`config.mk`:
```
export PLATFORM = sky130hd
export DESIGN_NAME = mult_share_arbiter
export DESIGN_NICKNAME = d
export VERILOG_FILES = /design/src/rtl/mult_pkg.sv /design/src/rtl/mult_pipe.sv /design/src/rtl/mult_share_arbiter.sv
export SDC_FILE = /design/constraint.sdc
export NUM_CORES = 1
export LEC_CHECK = 0
export ABC_AREA = 1
export BUFFER_PORTS_ARGS = -buffer_cell sky130_fd_sc_hd__buf_2
export CAP_MARGIN = 20
export CORE_MARGIN = 2
export CORE_UTILIZATION = 50
export DETAILED_ROUTE_END_ITERATION = 16
export GPL_TIMING_DRIVEN = 0
export PLACE_DENSITY = 0.78
export SLEW_MARGIN = 10
export SYNTH_ARGS = -nofsm -noshare
export SYNTH_HDL_FRONTEND = slang
export SYNTH_SLANG_ARGS = --single-unit
```
`constraint.sdc`:
```
create_clock -name clk -period 4.9 [get_ports clk]
set_input_delay 1.47 -clock clk [delete_from_list [all_inputs] [get_ports clk]]
set_output_delay 1.47 -clock clk [all_outputs]
set_load 0.005 [all_outputs]
```
`src/rtl/mult_pkg.sv`:
```
// Shared definitions for the shared-multiplier arbiter: tag sizing and the
// record carried by each multiply pipeline stage.
package mult_pkg;

    localparam int TAG_W_MAX  = 8;
    localparam int PROD_W_MAX = 64;

    function automatic int tag_width(input int num_req);
        return (num_req <= 2) ? 1 : $clog2(num_req);
    endfunction

    // Fields are sized for the largest supported configuration; users slice down.
    typedef struct packed {
        logic                  valid;
        logic [TAG_W_MAX-1:0]  tag;
        logic [PROD_W_MAX-1:0] product;
    } pipe_stage_t;

endpackage

```
`src/rtl/mult_pipe.sv`:
```
// Partial-product multiplier followed by LATENCY register stages that carry
// the valid bit and requester tag alongside the product.
module mult_pipe
    import mult_pkg::*;
#(
    parameter int WIDTH_A = 4,
    parameter int WIDTH_B = 4,
    parameter int TAG_W   = 2,
    parameter int LATENCY = 2
) (
    input  logic                       clk,
    input  logic                       rst,
    input  logic                       in_valid,
    input  logic [TAG_W-1:0]           in_tag,
    input  logic [WIDTH_A-1:0]         in_a,
    input  logic [WIDTH_B-1:0]         in_b,
    output logic                       out_valid,
    output logic [TAG_W-1:0]           out_tag,
    output logic [WIDTH_A+WIDTH_B-1:0] out_p
);

    localparam int PW = WIDTH_A + WIDTH_B;

    logic [PW-1:0] prod;
    pipe_stage_t   stage_q [LATENCY];
    pipe_stage_t   stage_d [LATENCY];

    always_comb begin
        prod = '0;
        for (int j = 0; j < WIDTH_B; j++) begin
            prod = prod + (PW'(in_a & {WIDTH_A{in_b[j]}}) << j);
        end
    end

    // The product field only loads on a valid entry, so idle cycles keep
    // presenting the last real product at the output.
    always_comb begin
        stage_d[0].valid   = in_valid;
        stage_d[0].tag     = TAG_W_MAX'(in_tag);
        stage_d[0].product = in_valid ? PROD_W_MAX'(prod) : stage_q[0].product;
        for (int s = 1; s < LATENCY; s++) begin
            stage_d[s] = stage_q[s-1];
        end
    end

    always_ff @(posedge clk or posedge rst) begin
        if (rst) begin
            for (int s = 0; s < LATENCY; s++) begin
                stage_q[s] <= '0;
            end
        end else begin
            for (int s = 0; s < LATENCY; s++) begin
                stage_q[s] <= stage_d[s];
            end
        end
    end

    assign out_valid = stage_q[LATENCY-1].valid;
    assign out_tag   = stage_q[LATENCY-1].tag[TAG_W-1:0];
    assign out_p     = stage_q[LATENCY-1].product[PW-1:0];

endmodule

```
`src/rtl/mult_share_arbiter.sv`:
```
// Round-robin sharing of one pipelined multiplier among NUM_REQ requesters.
// Define MULT_SHARE_PERF_EN to add the busy_cnt transfer counter port.
module mult_share_arbiter
    import mult_pkg::*;
#(
    parameter int WIDTH_A = 4,
    parameter int WIDTH_B = 4,
    parameter int NUM_REQ = 4,
    parameter int LATENCY = 2
) (
    input  logic                         clk,
    input  logic                         rst,
    input  logic [NUM_REQ-1:0]           req_valid,
    output logic [NUM_REQ-1:0]           req_ready,
    input  logic [NUM_REQ*WIDTH_A-1:0]   req_a,
    input  logic [NUM_REQ*WIDTH_B-1:0]   req_b,
    output logic [NUM_REQ-1:0]           rsp_valid,
    output logic [WIDTH_A+WIDTH_B-1:0]   rsp_p
`ifdef MULT_SHARE_PERF_EN
    ,
    output logic [31:0]                  busy_cnt
`endif
);

    localparam int TAG_W = tag_width(NUM_REQ);

    logic [TAG_W-1:0]   ptr_q, ptr_d;
    logic [TAG_W-1:0]   grant_idx;
    logic [TAG_W-1:0]   idx;
    logic               grant_any;
    logic [WIDTH_A-1:0] sel_a;
    logic [WIDTH_B-1:0] sel_b;
    logic               pipe_valid;
    logic [TAG_W-1:0]   pipe_tag;

    // First valid requester at or after ptr, wrapping past NUM_REQ-1.
    always_comb begin
        req_ready = '0;
        grant_any = 1'b0;
        grant_idx = '0;
        idx       = '0;
        for (int k = 0; k < NUM_REQ; k++) begin
            idx = TAG_W'((int'(ptr_q) + k) % NUM_REQ);
            if (!grant_any && req_valid[idx]) begin
                grant_any = 1'b1;
                grant_idx = idx;
            end
        end
        if (grant_any) begin
            req_ready[grant_idx] = 1'b1;
        end
    end

    always_comb begin
        sel_a = '0;
        sel_b = '0;
        for (int k = 0; k < NUM_REQ; k++) begin
            if (TAG_W'(k) == grant_idx) begin
                sel_a = req_a[k*WIDTH_A +: WIDTH_A];
                sel_b = req_b[k*WIDTH_B +: WIDTH_B];
            end
        end
    end

    always_comb begin
        ptr_d = ptr_q;
        if (grant_any) begin
            ptr_d = (grant_idx == TAG_W'(NUM_REQ - 1)) ? '0 : grant_idx + TAG_W'(1);
        end
    end

    always_ff @(posedge clk or posedge rst) begin
        if (rst) begin
            ptr_q <= '0;
        end else begin
            ptr_q <= ptr_d;
        end
    end

    mult_pipe #(
        .WIDTH_A (WIDTH_A),
        .WIDTH_B (WIDTH_B),
        .TAG_W   (TAG_W),
        .LATENCY (LATENCY)
    ) u_pipe (
        .clk       (clk),
        .rst       (rst),
        .in_valid  (grant_any),
        .in_tag    (grant_idx),
        .in_a      (sel_a),
        .in_b      (sel_b),
        .out_valid (pipe_valid),
        .out_tag   (pipe_tag),
        .out_p     (rsp_p)
    );

    always_comb begin
        rsp_valid = '0;
        if (pipe_valid) begin
            rsp_valid[pipe_tag] = 1'b1;
        end
    end

`ifdef MULT_SHARE_PERF_EN
    logic [31:0] busy_cnt_q, busy_cnt_d;

    always_comb begin
        busy_cnt_d = busy_cnt_q + 32'(grant_any);
    end

    always_ff @(posedge clk or posedge rst) begin
        if (rst) begin
            busy_cnt_q <= '0;
        end else begin
            busy_cnt_q <= busy_cnt_d;
        end
    end

    assign busy_cnt = busy_cnt_q;
`endif

endmodule

```
==> results by group <==
Place
  • HPWL after DPL: 3.06 mm
  • Placed cell count: 333
  • IO Port Bufs: 53
  • Gpl congestion: 0.858

Timing
  • Max-slew violations: 0
  • Final Cycle Share: 1.07
  • Setup violators final: 4
  • Setup TNS Final: -0.763 ns
  • Final Hold Viols: 0
  • Worst setup margin: -0.338 ns
  • Fin Hold WS: 0.363 ns
  • RSZ-0062 raised after global routing: yes
  • Clock skew: 0.00407 ns
  • Slew @ Worst Pin: 0.827 ns
  • Worst slew margin: 0.448
  • Highest Clock Rate: 0.191 GHz
  • Final Critical Period: 5.24 ns

Drt
  • Residual DRC: 0
  • ANT nets after route: 0
  • Initial DRT Pass Iterations: 4
  • Vias: 1,780
  • First DRT Iteration DRCs: 110
  • Final WL: 4.43 mm
  • Vias per Instance: 5.01
  • WL/cell: 12.5 µm

Clock network
  • Clk root buf: clkbuf_4
  • Num CTS Buffers: 3
  • CTS sink cnt: 24
  • CTS Buffer Depth: 2
  • Worst-path clk slew: 0.12 ns
  • Hold buffers post-CTS: 0
  • Clock Latency Late Sink: 0.31 ns
  • CTS tree: built
  • H-tree levels: 1

Logic synthesis
  • Syn Area/Cell: 7.79 µm²
  • Post-synth net total: 291
  • Area leader, netlist: dfrtp_1
  • Yosys reg bits: 24
  • Gate Count Post-Synth: 234
  • Seq/Total Area, Yosys: 0.330
  • Yosys warnings: 0
  • Distinct cells, synth: 29
  • Top cells by area, synth: dfrtp_1, nand2_1, ha_1
  • Synth top area share: 0.330
  • Synth Cell Area: 0.00182 mm²

Critical path
  • CP Launch Type: input port
  • Worst stage delay on the critical path: 0.53 ns
  • Peak fanout along the critical path: 8
  • Crit-path slowest cell: fa_1
  • Crit path required time: 5.10 ns
  • Crit Path Category: in -> reg
  • Worst setup EP type: register
  • CP most frequent cell: nand2_4
  • Worst Path Arrival: 5.44 ns

Status
  • Status: complete, but fails checks
  • Failing checks: setup timing

Global route
  • First-pass GRT wire length: 7.02 mm
  • Largest net degree at the start of global routing: 25
  • Antenna violations before repair: 0
  • Vias in the first global route: 1,699
  • GRT Overall Usage: 0.211
  • GRT overflow: 0

Final layout
  • Fillers: 263
  • Layout Cells excl Fill: 355
  • Layout area overhead: 43.9%
  • Nets: 368
  • Layout cells sized above 1: 0.479
  • # diodes: 0

Hold path
  • Worst Hold Class: reg -> reg

Floorplanning
  • Die width: 64.4 µm
  • Die area: 0.00414 mm²
  • Core Region: 0.00342 mm²
  • Starting density of the core: 0.533
  • I/O pin total: 54
  • Die height: 64.4 µm
  • # rows: 21

Job
  • Max cap viols: 0
-- critical path, delay by kind of cell --
family	cells	cell delay, ns
buffers and inverters	6	0.58
and+or+nand+nor	14	1.20
adders and majority gates	5	1.59
AOI/OAI and AO/OA	3	0.41
xor gates and xnor gates	1	0.15
-- synthesized netlist by cell type --
cell type  number
nand2_1        80
inv_1          29
dfrtp_1        24
ha_1           14
o21ai_0        13
nand3_1        12
a21oi_1         9
nand2_2         8
fa_1            5
a21o_1          4
a31oi_1         4
nand2_4         4
nor3_1          4
buf_6           3
xnor2_1         3
buf_2           2
nor2_1          2
nor2_2          2
nor2_4          2
a31o_2          1
and2_1          1
clkbuf_1        1
clkinv_1        1
inv_2           1
inv_8           1
nand3b_2        1
nand4_1         1
nor2_8          1
o21ai_2         1
-- per-layer routing --
layer / track usage / up-vias / part of all wire
li1: - / 892 / -
met1: 0.257 / 813 / 0.41
met2: 0.395 / 67 / 0.52
met3: 0.0141 / 8 / 0.050
met4: 0.0638 / 0 / 0.016
met5: 0 / - / 0
-- state kept, by name (all words and copies together), names as in the netlist --
name,flops
u_pipe.out_tag,2
u_pipe.out_p,8
u_pipe.stage_d,11
u_pipe.out_valid,1
ptr_q,2
-- repair_timing --
item	in CTS	in global routing
setup buffers	12	9
gates resized for setup	20	37
pin swaps	23	26
setup endpoints to repair	4	4
-- stage by stage --
| step | utilization | setup WS, ns | cell area [µm²] |
|---|---|---|---|
| 2_1_floorplan | - | -0.241 | 1900 |
| 3_3_place_gp | 0.651 | -0.665 | 2220 |
| 3_5_place_dp | 0.651 | -0.735 | 2220 |
| 4_1_cts | 0.700 | -0.213 | 2390 |
| 5_1_grt | 0.767 | -0.521 | 2620 |
| 6_report | 0.767 | -0.338 | 2620 |
-- cell usage in the layout, fill, tap and decap left out, types with 5 or more instances in the layout --
cell     netlist  routed
o21ai_1        0       6
nand2_2        8      13
o21ai_0       13       5
nand3_1       12       8
buf_4          0      17
a21oi_1        9       7
inv_1         29      19
ha_4           0       6
buf_2          2      49
inv_2          1      10
dfrtp_1       24      24
nand2_4        4      14
ha_1          14       7
nand2_1       80      65
buf_6          3      10
-- logic make-up after synthesis --
family,count (synthesis),share of synthesized area
simple gates,118,0.308
buf+inv,38,0.0961
compound gates,32,0.100
flops,24,0.330
fa+ha+maj,19,0.151
xor+xnor,3,0.0144
-- layout make-up --
class | count | area [µm²] | share of cell area
repair buffers | 74 | 467 | 0.178
well taps | 46 | 57.6 | 0.0220
multi-input cells | 172 | 1290 | 0.493
flip-flops and latches | 24 | 601 | 0.229
inverters | 32 | 135 | 0.0516
plain buffers | 4 | 47.5 | 0.0181
clock buffers | 3 | 22.5 | 0.00859
-- path summary, 6_finish.rpt --
check / to / cells past startpoint / start / slack [ns]
worst max-delay path: u_pipe.stage_d[7]$_DFFE_PP0P_ / 29 / req_valid[2] / -0.34
worst min-delay path: u_pipe.out_valid$_DFF_PP0_ / 0 / u_pipe.stage_d[72]$_DFF_PP0_ / 0.36
worst max register to register: u_pipe.stage_d[7]$_DFFE_PP0P_ / 29 / ptr_q[1]$_DFFE_PP0P_ / 0.23
worst min register to register: u_pipe.out_valid$_DFF_PP0_ / 0 / u_pipe.stage_d[72]$_DFF_PP0_ / 0.36
max in group asynchronous: u_pipe.stage_d[7]$_DFFE_PP0P_ / 2 / rst / 3.09
min in group asynchronous: u_pipe.out_p[0]$_DFF_PP0_ / 2 / rst / 1.31
Power is left out: the tool's default activity adds up to more than one toggle a clock period on the data nets, which glitch-free logic cannot reach.
